File: config.mk
export PLATFORM = sky130hd
export DESIGN_NAME = hc_seq_ctrl_flat
export DESIGN_NICKNAME = d
export VERILOG_FILES = /design/src/rtl/hc_seq_if.sv /design/src/rtl/hc_seq_ctrl.sv /design/src/flat_wrapper.sv
export SDC_FILE = /design/constraint.sdc
export NUM_CORES = 1
export LEC_CHECK = 0
export CAP_MARGIN = 25
export CORE_MARGIN = 2
export CORE_UTILIZATION = 30
export DETAILED_ROUTE_END_ITERATION = 10
export GPL_TIMING_DRIVEN = 0
export PLACE_DENSITY = 0.64
export SLEW_MARGIN = 30
export SYNTH_ARGS = -nofsm -noshare
export SYNTH_HDL_FRONTEND = slang
export SYNTH_SLANG_ARGS = --single-unit
File: constraint.sdc
create_clock -name clk -period 1.9 [get_ports clk]
set_clock_uncertainty 0.2 [all_clocks]
set_input_delay 0.19 -clock clk [delete_from_list [all_inputs] [get_ports clk]]
set_output_delay 0.19 -clock clk [all_outputs]
set_load 0.1 [all_outputs]
File: src/rtl/hc_seq_if.sv
// hc_seq_if: command/strobe bundle between the HC-128 host wrapper and hc_seq_ctrl.
//   master (host/datapath side): drives init, next; observes every status and strobe.
//   slave  (controller side)   : observes init, next; drives ready, keyed, s_valid,
//                                exp_we, exp_idx, rd_en, update_state, update_s,
//                                init_mode, step.
interface hc_seq_if;
   logic        init, next;
   logic        ready, keyed, s_valid;
   logic        exp_we, rd_en, update_state, update_s, init_mode;
   logic [10:0] exp_idx;
   logic [9:0]  step;
   modport master (
      output init, next,
      input  ready, keyed, s_valid, exp_we, exp_idx, rd_en, update_state, update_s, init_mode, step
   );
   modport slave (
      input  init, next,
      output ready, keyed, s_valid, exp_we, exp_idx, rd_en, update_state, update_s, init_mode, step
   );
endinterface

File: src/rtl/hc_seq_ctrl.sv
// hc_seq_ctrl: sequencing controller for the HC-128 keystream datapath.
//   Owns the step counter and issues W expansion, init-mixing and keystream strobes.
//   Ports: clk (rising edge), reset_n (synchronous, active-low),
//          bus (hc_seq_if.slave): init/next commands in; ready, keyed, s_valid,
//          exp_we/exp_idx, rd_en, update_state, update_s, init_mode, step out.
//   Optional build macro HC_CTRL_STREAM_EN: a held next streams one word per 2 cycles.
module hc_seq_ctrl #(
   parameter int EXP_WORDS = 1280,
   parameter int MIX_STEPS = 1024
) (
   input logic     clk,
   input logic     reset_n,
   hc_seq_if.slave bus
);
   typedef enum logic [2:0] {IDLE, EXPAND, MIX_RD, MIX_WR, READY, GEN_RD, GEN_WR} state_t;
   localparam logic [10:0] EXP_LAST = 11'(EXP_WORDS - 1);
   localparam logic [9:0]  MIX_LAST = 10'(MIX_STEPS - 1);
   state_t      state, state_nx;
   logic [10:0] exp_idx;
   logic [9:0]  step;
   logic        keyed, s_valid, start;
   // init is only honoured in the two idle states; elsewhere it is dropped, not queued
   assign start = (state == IDLE || state == READY) && bus.init;
   always_ff @(posedge clk) begin
      if (!reset_n) state <= IDLE;
      else          state <= state_nx;
   end
   always_comb begin
      state_nx = state;
      case (state)
         IDLE:    state_nx = bus.init ? EXPAND : IDLE;
         EXPAND:  state_nx = (exp_idx == EXP_LAST) ? MIX_RD : EXPAND;
         MIX_RD:  state_nx = MIX_WR;
         MIX_WR:  state_nx = (step == MIX_LAST) ? READY : MIX_RD;
         READY:   state_nx = bus.init ? EXPAND : bus.next ? GEN_RD : READY;
         GEN_RD:  state_nx = GEN_WR;
`ifdef HC_CTRL_STREAM_EN
         GEN_WR:  state_nx = bus.next ? GEN_RD : READY;
`else
         GEN_WR:  state_nx = READY;
`endif
         default: state_nx = IDLE;
      endcase
   end
   always_ff @(posedge clk) begin
      if (!reset_n) begin
         exp_idx <= '0;
         step    <= '0;
         keyed   <= 1'b0;
         s_valid <= 1'b0;
      end else begin
         s_valid <= state == GEN_WR;
         if (start) begin
            exp_idx <= '0;
            step    <= '0;
            keyed   <= 1'b0;
         end else begin
            // exp_idx holds at the last word until the next init reloads it
            if (state == EXPAND) exp_idx <= exp_idx + 11'(exp_idx != EXP_LAST);
            if (state == MIX_WR) step <= (step == MIX_LAST) ? '0 : step + 10'd1;
            if (state == GEN_WR) step <= step + 10'd1;
            if (state == MIX_WR && step == MIX_LAST) keyed <= 1'b1;
         end
      end
   end
   assign bus.ready        = state == IDLE || state == READY;
   assign bus.keyed        = keyed;
   assign bus.s_valid      = s_valid;
   assign bus.exp_we       = state == EXPAND;
   assign bus.exp_idx      = exp_idx;
   assign bus.rd_en        = state == MIX_RD || state == GEN_RD;
   assign bus.update_state = state == MIX_WR || state == GEN_WR;
   assign bus.update_s     = state == GEN_WR;
   assign bus.init_mode    = state == MIX_WR;
   assign bus.step         = step;
endmodule

File: src/flat_wrapper.sv
// flat-port wrapper written by rule: the top's interface ports become plain ports
module hc_seq_ctrl_flat 
#(
   parameter int EXP_WORDS = 1280,
   parameter int MIX_STEPS = 1024
)
  (clk, reset_n, bus_init, bus_next, bus_ready, bus_keyed, bus_s_valid, bus_exp_we, bus_exp_idx, bus_rd_en, bus_update_state, bus_update_s, bus_init_mode, bus_step);
  hc_seq_if bus_i ();
  input logic clk;
  input logic reset_n;
  input wire logic [$bits(bus_i.init)-1:0] bus_init;
  input wire logic [$bits(bus_i.next)-1:0] bus_next;
  output wire logic [$bits(bus_i.ready)-1:0] bus_ready;
  output wire logic [$bits(bus_i.keyed)-1:0] bus_keyed;
  output wire logic [$bits(bus_i.s_valid)-1:0] bus_s_valid;
  output wire logic [$bits(bus_i.exp_we)-1:0] bus_exp_we;
  output wire logic [$bits(bus_i.exp_idx)-1:0] bus_exp_idx;
  output wire logic [$bits(bus_i.rd_en)-1:0] bus_rd_en;
  output wire logic [$bits(bus_i.update_state)-1:0] bus_update_state;
  output wire logic [$bits(bus_i.update_s)-1:0] bus_update_s;
  output wire logic [$bits(bus_i.init_mode)-1:0] bus_init_mode;
  output wire logic [$bits(bus_i.step)-1:0] bus_step;
  assign bus_i.init = bus_init;
  assign bus_i.next = bus_next;
  assign bus_ready = bus_i.ready;
  assign bus_keyed = bus_i.keyed;
  assign bus_s_valid = bus_i.s_valid;
  assign bus_exp_we = bus_i.exp_we;
  assign bus_exp_idx = bus_i.exp_idx;
  assign bus_rd_en = bus_i.rd_en;
  assign bus_update_state = bus_i.update_state;
  assign bus_update_s = bus_i.update_s;
  assign bus_init_mode = bus_i.init_mode;
  assign bus_step = bus_i.step;
  hc_seq_ctrl #(.EXP_WORDS(EXP_WORDS), .MIX_STEPS(MIX_STEPS)) u_core (.clk(clk), .reset_n(reset_n), .bus(bus_i));
endmodule
Yosys cells after proc, flatten, opt, wreduce, memory -nomap -nowiden
Cells that the tools add are included.
{ "word_totals": {"wordCells": 34, "ramBits": 0, "output_inout_bits": 29, "latch_bits": 0, "mem_bits_ro": 0, "ff_bits": 26, "n_memories": 0} }
{ "classes": {"n_lt_le_gt_ge": 0, "n_mux": 9, "n_bitwise": 1, "add_sub_neg": 2, "shifts": 0, "multipliers": 0, "div_mod_pow": 0, "eq_ne": 9, "reduce_logical": 8} }
{ "op_table": {"columns": ["operator", "n"], "rows": [
  ["two-way mux 10 bit", 3],
  ["one-hot mux 3 bit (7 select lines)", 1],
  ["adder 11 x 1 -> 11 bit", 1],
  ["== test 11 bit, second input constant", 1],
  ["!= test 11 bit, second input constant", 1],
  ["adder 10 x 1 -> 10 bit, second input constant", 1],
  ["== test 10 bit, second input constant", 1],
  ["== test 3 bit, second input constant", 3],
  ["== test 3 x 2 -> 1 bit, second input constant", 2],
  ["two-way mux 3 bit", 2],
  ["== test 3 x 1 -> 1 bit, second input constant", 1],
  ["logical NOT 3 bit", 1],
  ["logical OR 1 bit", 3],
  ["logical AND 1 bit", 2],
  ["two-way mux 1 bit", 2],
  ["two-way mux 2 bit", 1],
  ["nonzero test 2 bit", 1],
  ["OR reduction 2 bit", 1],
  ["inverter 1 bit", 1]
]} }

Depth between registers and ports, before layout
Gate-level depths: netlist of run 1.
{ "logic_depth": {"depth_word": 4, "ltp_mapped": 7, "ltp_nobuf": 7} }

Least setup slack after synthesis of run 1
OpenSTA, ideal clock, no wires.
{ "synth_timing": {"kind": "flip-flop to flip-flop", "from": "register u_core.state[0]", "to": "register u_core.step[5] (netlist: u_core.bus.step[5])", "setup_time_ns": 0.175, "t_required_ns": 1.525, "period_less_slack_ns": 2.952, "arrival_ns": 2.577, "stages_incl_launch_ff": 7, "slack_ns": -1.052, "cell_sequence": "dfxtp_1 buf_2 nor2_1 a21boi_0 buf_2 a41oi_1 a31oi_1"} }
{ "synth_via": {"elab_chain_cells": 4} }
{ "synth_lines": {"columns": ["element", "line_no", "source"], "rows": [
  ["start: declaration", "hc_seq_ctrl.sv:18", "state_t state, state_nx;"],
  ["start signal: assignment", "hc_seq_ctrl.sv:26", "else state <= state_nx;"],
  ["== test 3 bit / logical NOT 3 bit (equally long branches)", null, null],
  ["logical OR 1 bit *", null, null],
  ["net bus_ready", "flat_wrapper.sv:13", "output wire logic [$bits(bus_i.ready)-1:0] bus_ready;"],
  ["logical AND 1 bit *", "hc_seq_ctrl.sv:23", "assign start = (state == IDLE || state == READY) && bus.init;"],
  ["OR reduction 2 bit (no source line) *", null, null],
  ["end signal: assignment", "hc_seq_ctrl.sv:60", "if (state == MIX_WR) step <= (step == MIX_LAST) ? '0 : step + 10'd1;"],
  ["end signal: assignment", "hc_seq_ctrl.sv:61", "if (state == GEN_WR) step <= step + 10'd1;"],
  ["end: declaration", "hc_seq_ctrl.sv:20", "logic [9:0] step;"]
]} }
The timed path passes the listed nets; every way through them passes the cells marked *.
A chain may end at the register's enable or synchronous reset.

Worst setup path in the final report of run 1
{ "layout_timing": {"from": "register u_core.exp_idx[9] (netlist: u_core.bus.exp_idx[9])", "to": "register u_core.exp_idx[2] (netlist: u_core.bus.exp_idx[2])"} }
{ "layout_via": {"elab_chain_cells": 2} }
{ "layout_lines": {"columns": ["element", "line_no", "source"], "rows": [
  ["start: declaration", "hc_seq_ctrl.sv:19", "logic [10:0] exp_idx;"],
  ["start signal: assignment", "hc_seq_ctrl.sv:59", "if (state == EXPAND) exp_idx <= exp_idx + 11'(exp_idx != EXP_LAST);"],
  ["!= test 11 bit", "hc_seq_ctrl.sv:59", null],
  ["adder 11 x 1 -> 11 bit", "hc_seq_ctrl.sv:59", null]
]} }
Every way passes these cells.

==> results of run 1 <==
cells by family (layout without fill, tap and decap cells):
logic type	count (synthesis)	after routing	synth area share (%)
simple gates	67	67	28.1
compound gates	32	32	16.6
flops	26	26	37.9
buf+inv	14	61	5.37
xor+xnor	11	11	7.01
fa+ha+maj	4	4	3.64
mux	2	2	1.46
per-stage QoR:
step,cells,setup slack [ns]
finish,255,-0.0656
global route,255,-0.202
CTS,246,-0.0282
detailed placement,240,-0.709
global placement,240,-0.695
floorplan,156,-0.133
layout make-up:
cell class              instances  area share, %
plain buffers                   8           3.45
clock buffers                   3           1.93
clock inverters                 1           1.40
inverters                       6           1.35
multi-input cells             116           43.1
flip-flops and latches         26           28.0
well taps                      52           3.04
repair buffers                 43           17.7
timing repair:
action	in CTS	in global routing
gates resized for setup	85	31
endpoints found under the setup margin	41	38
buffers inserted	2	9
pin swaps	2	12
power groups by stage:
stage / sequential (mW) / clock (mW) / combinational [mW]
detailed placement: 0.537 / 0 / 0.120
finish: 0.525 / 0.473 / 0.135
floorplan: 0.550 / 0 / 0.0766
global route: 0.526 / 0.506 / 0.144
global placement: 0.537 / 0 / 0.120
CTS: 0.525 / 0.491 / 0.125
sequential cells by signal, summed over array words and instances (netlist names):
register and count:
u_core.bus.exp_idx 11, u_core.bus.keyed 1, u_core.bus.s_valid 1, u_core.bus.step 10
u_core.state 3
layer usage:
metal  up-vias  global-route usage [%]  share of wire [%]
li1        679                       -                  -
met1       655                    18.2                 43
met2        38                    25.3                 51
met3         4                    3.52                5.2
met4         0                    3.98                1.1
met5         -                       0                  0
worst max path at each step:
stage	start	endpoint	depth (start not counted)
2_1_floorplan	u_core.bus.exp_idx[10]$_SDFFE_PP0P_	u_core.bus.exp_idx[7]$_SDFFE_PP0P_	7
3_3_place_gp	u_core.state[0]$_SDFF_PN0_	bus_exp_we	4
3_5_place_dp	u_core.state[0]$_SDFF_PN0_	bus_exp_we	4
4_1_cts	u_core.bus.exp_idx[5]$_SDFFE_PP0P_	u_core.bus.exp_idx[10]$_SDFFE_PP0P_	7
5_1_grt	u_core.bus.exp_idx[9]$_SDFFE_PP0P_	u_core.bus.exp_idx[2]$_SDFFE_PP0P_	8
6_report	u_core.bus.exp_idx[9]$_SDFFE_PP0P_	u_core.bus.exp_idx[2]$_SDFFE_PP0P_	8
worst max-delay path, delay by kind of cell, from the launching register on:
kind	cells	cell delay, ns
simple gates	4	0.57
fa+ha+maj	2	0.42
flops	1	0.37
buf+inv	1	0.15
xor+xnor	1	0.14
layout by cell type (no fill, tap or decap), types with 2 or more instances in the layout:
| master | count |
|---|---|
| dfxtp_4 | 20 |
| nor2_1 | 14 |
| buf_4 | 13 |
| xor2_1 | 10 |
| clkbuf_2 | 9 |
| nand3_1 | 9 |
| clkdlybuf4s15_1 | 8 |
| clkdlybuf4s15_2 | 7 |
| buf_6 | 6 |
| nand4_1 | 6 |
| nand2_1 | 6 |
| a21oi_1 | 5 |
| o211ai_1 | 5 |
| inv_1 | 4 |
| a41oi_2 | 4 |
| a31oi_1 | 4 |
| and2_1 | 3 |
| nor2b_1 | 3 |
| and3_1 | 3 |
| a211oi_1 | 3 |
| and4_1 | 3 |
| o2bb2ai_1 | 3 |
| ha_4 | 3 |
| clkbuf_8 | 3 |
| clkdlybuf4s50_1 | 3 |
| dfxtp_2 | 3 |
| dfxtp_1 | 3 |
| nor3_2 | 2 |
| nand2_2 | 2 |
| mux2i_1 | 2 |
| nor3_1 | 2 |
| buf_2 | 2 |
| o21ai_0 | 2 |
| nand4b_1 | 2 |
| or4_1 | 2 |
==> metrics.cfg, run 1 <==
[outcome]
status = finished, violations left
violations = negative setup slack

[critical_path]
crit_required_ns = 1.87
worstPathArrival_ns = 1.93
regToRegSetupSlack_ns = -0.07
start_kind = register
crit_chain = nor4bb_2 -> nand4_1 -> ha_2 -> buf_4 -> ha_4 -> nand2_2 -> xor2_1 -> nor2_1
r2r_end = u_core.bus.exp_idx[2]$_SDFFE_PP0P_
worst-r2r-cell-count = 8
slowest_stage = dfxtp_4
path_class = register to register
reg2reg_from = u_core.bus.exp_idx[9]$_SDFFE_PP0P_
worstSetupEndpointType = register
slowest_delay_ns = 0.37
crit_fanout = 4

[die]
start_util_pct = 31.3
row_count = 24
ios = 33
die_h_um = 71.7
fp.dieW_um = 71.7
fp.coreArea_sq_um = 4380
dieArea_sq_um = 5140

[power_and_ir_drop]
p_sw_mw = 0.282
combPwrFrac_pct = 11.9
p_leak_nw = 0.803
total_power_mw = 1.13
p_per_area_nw_per_um2 = 529
p_seq_share_pct = 46.4
peakVddDrop_uv = 785
p_int_mw = 0.850
swShare_pct = 24.9
clockPowerShare_pct = 41.8

[routing]
viasPerCell = 5.40
routed_wl_mm = 3.69
num_vias = 1376
routedWlPerCell_um = 14.5
firstDrtPassIters = 4
ant_nets = 0
drt_first_iter_violations = 108
drc_errors = 0

[timing]
layout_setup_ws_ns = -0.0656
slew_headroom_pct = 36.5
hold_viol_final = 0
rsz0062_at_grt = yes
finalSetupViolCount = 3
final-max-slew-violation-count = 0
hold_ws_ns = 0.291
final.setup.tns_ns = -0.182
post-route-min-period_ns = 1.97
worst_pin_slew_ns = 0.956
finalCritPeriodShare_pct = 103
fmax_mhz = 509

[clock_network]
cts.path.max_buffers = 2
cts_sinks = 26
clkTransAtPathRegs_ns = 0.10
root_buffer = clkbuf_8
cts_tree = yes
postCtsHoldBufs = 0
cts_buffers = 3
worstSkewPairLatency_ns = 0.28
htreeDepth = 1

[worst_hold_path]
hold-path-endpoint = u_core.bus.step[0]$_SDFFE_PP0P_
hold_depth = 1
hold_start = u_core.bus.step[0]$_SDFFE_PP0P_
hold_path.class = register to register

[logic_synthesis]
yosysWarnings = 0
netlist_area_sq_um = 1370
synth_cells = 156
yosys.area.top_type = dfxtp_1
synth_area_per_cell_sq_um = 8.81
synth_top_area_share_pct = 37.9
synthArstFlopShare_pct = 0
synth_cell_types = 37
yosys-top-cells-count = dfxtp_1, nor2_1, nand3_1, xor2_1, nand2_1
synth_area_leaders = dfxtp_1, xor2_1, nor2_1
yosysMostFrequentCell = dfxtp_1
yosysSeqAreaShare_pct = 37.9
synth_edf_count = 0
syn_nets = 164
synth-seq-cells = 26
ys.flop_type = dfxtp_1

[final_layout]
post-route-cell-area_sq_um = 2140
area_growth_pct = 55.6
final_layout_size_suffix_gt1_share_pct = 45.8
utilization_pct = 48.8
fin_nets = 212
diodes = 0
fillers = 423
regArea_sq_um = 599
multiInputGateArea_sq_um = 921

[flow_run]
max-cap-violations = 0

[global_routing]
grt_pass1_vias = 1338
grt_max_degree = 16
overflow = 0
track_usage_pct = 14.7
grt_pass1_wl_mm = 6.15
antenna_found_initial = 0

[placement]
io_buffers = 32
placed_area_sq_um = 1930
post-dp-hpwl_mm = 2.39
gp_congestion = 0.797

Power figures use the tool's default switching activity.
==> run 2: changes to the inputs <==
Settings changed: CORE_MARGIN 2 to default, CTS_CLUSTER_DIAMETER from default to 150.
==> metrics.cfg, run 2 (synthesis gave the netlist of run 1 again) <==
[power_and_ir_drop]
p_per_area_nw_per_um2 = 499
swShare_pct = 26.5
peakVddDrop_uv = 450
p_seq_share_pct = 51.4
p_leak_nw = 0.779
p_sw_mw = 0.271
combPwrFrac_pct = 13.0
p_int_mw = 0.753
clockPowerShare_pct = 35.6

[final_layout]
fin_cells = 250
utilization_pct = 46.8
top_register = u_core.bus.exp_idx
diodes = 0
fin_nets = 207
largest_reg_flops = 11
final_layout_size_suffix_gt1_share_pct = 43.9
final_common_cell = dfxtp_4
most-common-layout-cells = dfxtp_4, clkbuf_2, nor2_1
area_growth_pct = 49.4
reg_top3 = u_core.bus.exp_idx (11), u_core.bus.step (10), u_core.state (3)

[timing]
finalSetupViolCount = 0
slew_headroom_pct = 36.7
rsz0062_at_grt = yes
fmax_mhz = 529
finalCritPeriodShare_pct = 99.5
post-route-min-period_ns = 1.89
hold_viol_final = 0
final-max-slew-violation-count = 0
layout_setup_ws_ns = 0.00975
worst_pin_slew_ns = 0.953

[critical_path]
worstSetupEndpointType = register
r2r_end = u_core.bus.exp_idx[7]$_SDFFE_PP0P_
path_buf_inv = 0
slowest_stage = dfxtp_4
reg2reg_from = u_core.bus.exp_idx[9]$_SDFFE_PP0P_
regToRegSetupSlack_ns = 0.01
crit_chain = nor4bb_2 -> nand4_1 -> ha_4 -> and2_4 -> nand4_1 -> xor2_1 -> nor2_1
worstSetupEndpoint = u_core.bus.exp_idx[7]$_SDFFE_PP0P_
critPathTopFamily = simple AND/OR/NAND/NOR gates
critPathLaunch = u_core.bus.exp_idx[9]$_SDFFE_PP0P_
worstPathArrival_ns = 1.86
slowest_delay_ns = 0.37
path_class = register to register
start_kind = register
worst-r2r-cell-count = 7
crit_required_ns = 1.87
crit_fanout = 5
path_depth = 7
worst_path_most_repeated_cell = nand4_1

[clock_network]
clkTransAtPathRegs_ns = 0.09
postCtsHoldBufs = 0
cts_tree = yes
cts.path.max_buffers = 2
cts_sinks = 26
cts_buffers = 3
worstSkewPairLatency_ns = 0.27
root_buffer = clkbuf_8
htreeDepth = 1

[global_routing]
grt_pass1_wl_mm = 5.72
track_usage_pct = 14.6
grt_max_degree = 15
overflow = 0
grt_pass1_vias = 1228
antenna_found_initial = 0

[routing]
viasPerCell = 5.36
drc_errors = 0
firstDrtPassIters = 4
drt_first_iter_violations = 85
ant_nets = 0
num_vias = 1340
routedWlPerCell_um = 14.5
routed_wl_mm = 3.62

[placement]
dp_cells = 240
pre_cts_ws_ns = -0.703
gp_congestion = 0.802
io_buffers = 32
post-dp-hpwl_mm = 2.38

[die]
dieArea_sq_um = 4850
die_h_um = 69.7
fp.dieW_um = 69.7
ios = 33
fp.coreArea_sq_um = 4380
row_count = 24
start_util_pct = 31.3

[worst_hold_path]
hold_path.class = register to register

[outcome]
status = finished, final reports clean

[flow_run]
max-cap-violations = 0

-- run 2: cell types whose count changed in the layout (fill, tap and decap cells not counted) --
cell	before	now
nand2_2	2	0
dlygate4sd2_1	1	2
clkdlybuf4s15_2	7	3
nand2_1	6	8
clkbuf_8	3	4
clkbuf_2	9	14
buf_4	13	7
clkdlybuf4s15_1	8	6
bufinv_16	1	0
buf_6	6	7
-- run 2: layout make-up --
cell class                      instances  area [sq um]
Clock buffer                            4          55.1
Tap cell                               52          65.1
Sequential cell                        26           599
Multi-Input combinational cell        116           916
Timing Repair Buffer                   38           314
Buffer                                  8          73.8
Fill cell                             432          2330
Inverter                                6          28.8
-- run 2: tightest hold or removal path, cell delays in order, from the launching register on --
cell and delay (ns):
dfxtp_1 0.35, a21oi_1 0.04, nor2_1 0.07
-- run 2: how the worst min path moves through the flow --
stage,from,slack [ns],cells after the start,end
after global routing,u_core.bus.step[0]$_SDFFE_PP0P_,0.32,1,u_core.bus.step[0]$_SDFFE_PP0P_
final,u_core.bus.keyed$_SDFFE_PP0P_,0.29,2,u_core.bus.keyed$_SDFFE_PP0P_
after floorplan,reset_n,0.11,1,u_core.bus.s_valid$_SDFF_PN0_
after global placement,u_core.bus.step[0]$_SDFFE_PP0P_,0.28,1,u_core.bus.step[0]$_SDFFE_PP0P_
after CTS,u_core.bus.step[9]$_SDFFE_PP0P_,0.29,1,u_core.bus.step[9]$_SDFFE_PP0P_
after detailed placement,u_core.bus.step[9]$_SDFFE_PP0P_,0.27,1,u_core.bus.step[9]$_SDFFE_PP0P_
-- run 2: timing repair --
| action | in CTS | in global routing |
|---|---|---|
| setup buffers | 2 | 4 |
| gates resized for setup | 83 | 32 |
| pin swaps | 1 | 9 |
| endpoints found under the setup margin | 41 | 41 |
-- run 2: power groups by stage --
stage	clock network (mW)	logic, mW	registers (mW)
after floorplan	0	0.0766	0.550
after CTS	0.384	0.127	0.525
final	0.365	0.133	0.526
after global placement	0	0.120	0.537
after detailed placement	0	0.120	0.537
after global routing	0.411	0.142	0.527
-- run 2: metrics by stage --
step	power [mW]	setup TNS [ns]	hold WS, ns	area, sq um
5_1_grt	1.08	-0.556	0.316	2050
2_1_floorplan	0.626	-1.45	0.112	1540
3_5_place_dp	0.657	-9.44	0.271	1930
6_report	1.02	0	0.292	2050
3_3_place_gp	0.657	-9.37	0.279	1930
4_1_cts	1.04	-0.0103	0.286	2020
-- run 2: routing by layer --
layer	global-route usage (%)	up-vias	wire length (um)
met4	4.00	0	29
met1	18.0	646	1630
met5	0	-	0
met2	24.9	29	1830
met3	3.78	4	134
li1	-	661	-
==> run 3: changes to the inputs <==
Settings changed: SETUP_SLACK_MARGIN from default to 0.15, SKIP_LAST_GASP from default to 1, TNS_END_PERCENT from default to 10.
==> metrics.cfg, run 3 (synthesis gave the netlist of run 1 again) <==
[outcome]
status = finished, violations left
violations = negative setup slack

[die]
start_util_pct = 31.3
fp.dieW_um = 69.7
fp.coreArea_sq_um = 4380
die_h_um = 69.7
row_count = 24
ios = 33
dieArea_sq_um = 4850

[timing]
fmax_mhz = 518
final-max-slew-violation-count = 0
finalCritPeriodShare_pct = 102
layout_setup_ws_ns = -0.0300
slew_headroom_pct = 35.9
post-route-min-period_ns = 1.93
worst_pin_slew_ns = 0.965
hold_viol_final = 0
finalSetupViolCount = 11
final.setup.tns_ns = -0.167
rsz0062_at_grt = yes

[critical_path]
worstSetupEndpointType = output port
start_kind = register
path_class = register to output port
critPathTopFamily = buffers and inverters
crit_required_ns = 1.51
worstPathArrival_ns = 1.54
crit_chain = dlygate4sd2_1
slowest_stage = dlygate4sd2_1
worst-r2r-cell-count = 7
r2r_end = u_core.bus.exp_idx[9]$_SDFFE_PP0P_
slowest_delay_ns = 0.86
regToRegSetupSlack_ns = -0.02
path_depth = 1
path_buf_inv = 1
reg2reg_from = u_core.bus.exp_idx[5]$_SDFFE_PP0P_
crit_fanout = 5

[clock_network]
cts_buffers = 3
htreeDepth = 1
root_buffer = clkbuf_8
worstSkewPairLatency_ns = 0.28
cts.path.max_buffers = 2
cts_sinks = 26
cts_tree = yes
clkTransAtPathRegs_ns = 0.10

[routing]
num_vias = 1281
drt_first_iter_violations = 108
viasPerCell = 5.19
routed_wl_mm = 3.49
ant_nets = 0
routedWlPerCell_um = 14.1
firstDrtPassIters = 4
drc_errors = 0

[final_layout]
fin_nets = 204
utilization_pct = 46.6
area_growth_pct = 48.7
post-route-cell-area_sq_um = 2040
fin_cells = 247
diodes = 0
most-common-layout-cells = dfxtp_4, dlygate4sd2_1, nor2_1
reg_top3 = u_core.bus.exp_idx (11), u_core.bus.step (10), u_core.state (3)
largest_reg_flops = 11
final_layout_size_suffix_gt1_share_pct = 31.8
final_common_cell = dfxtp_4
top_register = u_core.bus.exp_idx

[power_and_ir_drop]
p_seq_share_pct = 53.0
p_int_mw = 0.714
swShare_pct = 28.0
p_per_area_nw_per_um2 = 485
p_sw_mw = 0.278
combPwrFrac_pct = 12.7
peakVddDrop_uv = 365
clockPowerShare_pct = 34.3
p_leak_nw = 0.823

[worst_hold_path]
hold-path-endpoint = u_core.bus.step[9]$_SDFFE_PP0P_
hold_depth = 1
hold_start = u_core.bus.step[9]$_SDFFE_PP0P_
hold_path.class = register to register

[global_routing]
track_usage_pct = 14.6
grt_pass1_vias = 1196
grt_max_degree = 15
overflow = 0
antenna_found_initial = 0
grt_pass1_wl_mm = 5.78

[flow_run]
max-cap-violations = 0

[placement]
placed_area_sq_um = 1900
io_buffers = 32
dp_cells = 240
gp_congestion = 0.773
post-dp-hpwl_mm = 2.40

## run 3: cell types whose count changed in the layout (fill, tap and decap cells not counted), moves of 2 or more
cell and delta:
buf_12 +2, buf_6 -4, dlygate4sd2_1 +16, a41oi_1 +2, a41oi_2 -2, clkdlybuf4s15_1 -2
clkbuf_2 -13
## run 3: power groups by stage
stage / Clock (mW) / Combinational, mW / Sequential [mW]
after CTS: 0.351 / 0.124 / 0.525
after global routing: 0.377 / 0.135 / 0.527
final: 0.340 / 0.126 / 0.526
after floorplan: 0 / 0.0753 / 0.550
after detailed placement: 0 / 0.118 / 0.537
after global placement: 0 / 0.119 / 0.537
## run 3: metrics by stage
stage | hold slack (ns) | power [mW] | setup WS, ns
2_1_floorplan | 0.112 | 0.625 | -0.133
3_3_place_gp | 0.267 | 0.656 | -0.704
3_5_place_dp | 0.266 | 0.656 | -0.698
4_1_cts | 0.280 | 1.00 | -0.0235
5_1_grt | 0.315 | 1.04 | -0.108
6_report | 0.283 | 0.992 | -0.0300
## run 3: layout make-up
type | instances | area (sq um)
fillers | 447 | 2340
multi-input cells | 116 | 886
flip-flops and latches | 26 | 599
repair buffers | 35 | 355
well taps | 52 | 65.1
plain buffers | 8 | 63.8
clock buffers | 4 | 45.0
inverters | 6 | 28.8
## run 3: how the worst max path moves through the flow
stage | from | to | slack, ns
5_1_grt | u_core.bus.exp_idx[10]$_SDFFE_PP0P_ | u_core.bus.exp_idx[3]$_SDFFE_PP0P_ | -0.11
4_1_cts | u_core.bus.step[6]$_SDFFE_PP0P_ | bus_step[6] | -0.02
2_1_floorplan | u_core.bus.exp_idx[10]$_SDFFE_PP0P_ | u_core.bus.exp_idx[7]$_SDFFE_PP0P_ | -0.13
3_3_place_gp | u_core.state[0]$_SDFF_PN0_ | bus_exp_we | -0.70
3_5_place_dp | u_core.state[0]$_SDFF_PN0_ | bus_exp_we | -0.70
6_report | u_core.bus.exp_idx[9]$_SDFFE_PP0P_ | bus_exp_idx[9] | -0.03
## run 3: metal layers
metal,global-route usage (%),part of all wire [%],up-vias
li1,-,-,663
met1,19.1,45,587
met2,24.1,50,26
met3,3.49,4.0,5
met4,4.00,0.89,0
met5,0,0,-
## run 3: repair_timing
action | CTS | global route
setup buffers | 2 | 1
hold buffers | 0 | 0
setup endpoints to repair | 50 | 50
resized for setup | 79 | 6
pin swaps | 3 | 4
## run 3: worst reg2reg max path, stage by stage (launching register included)
cell,delay [ns]
dfxtp_4,0.36
and4_4,0.21
nand4_1,0.16
ha_4,0.18
and2_4,0.16
nand2_1,0.06
or4_1,0.46
nand2_1,0.08
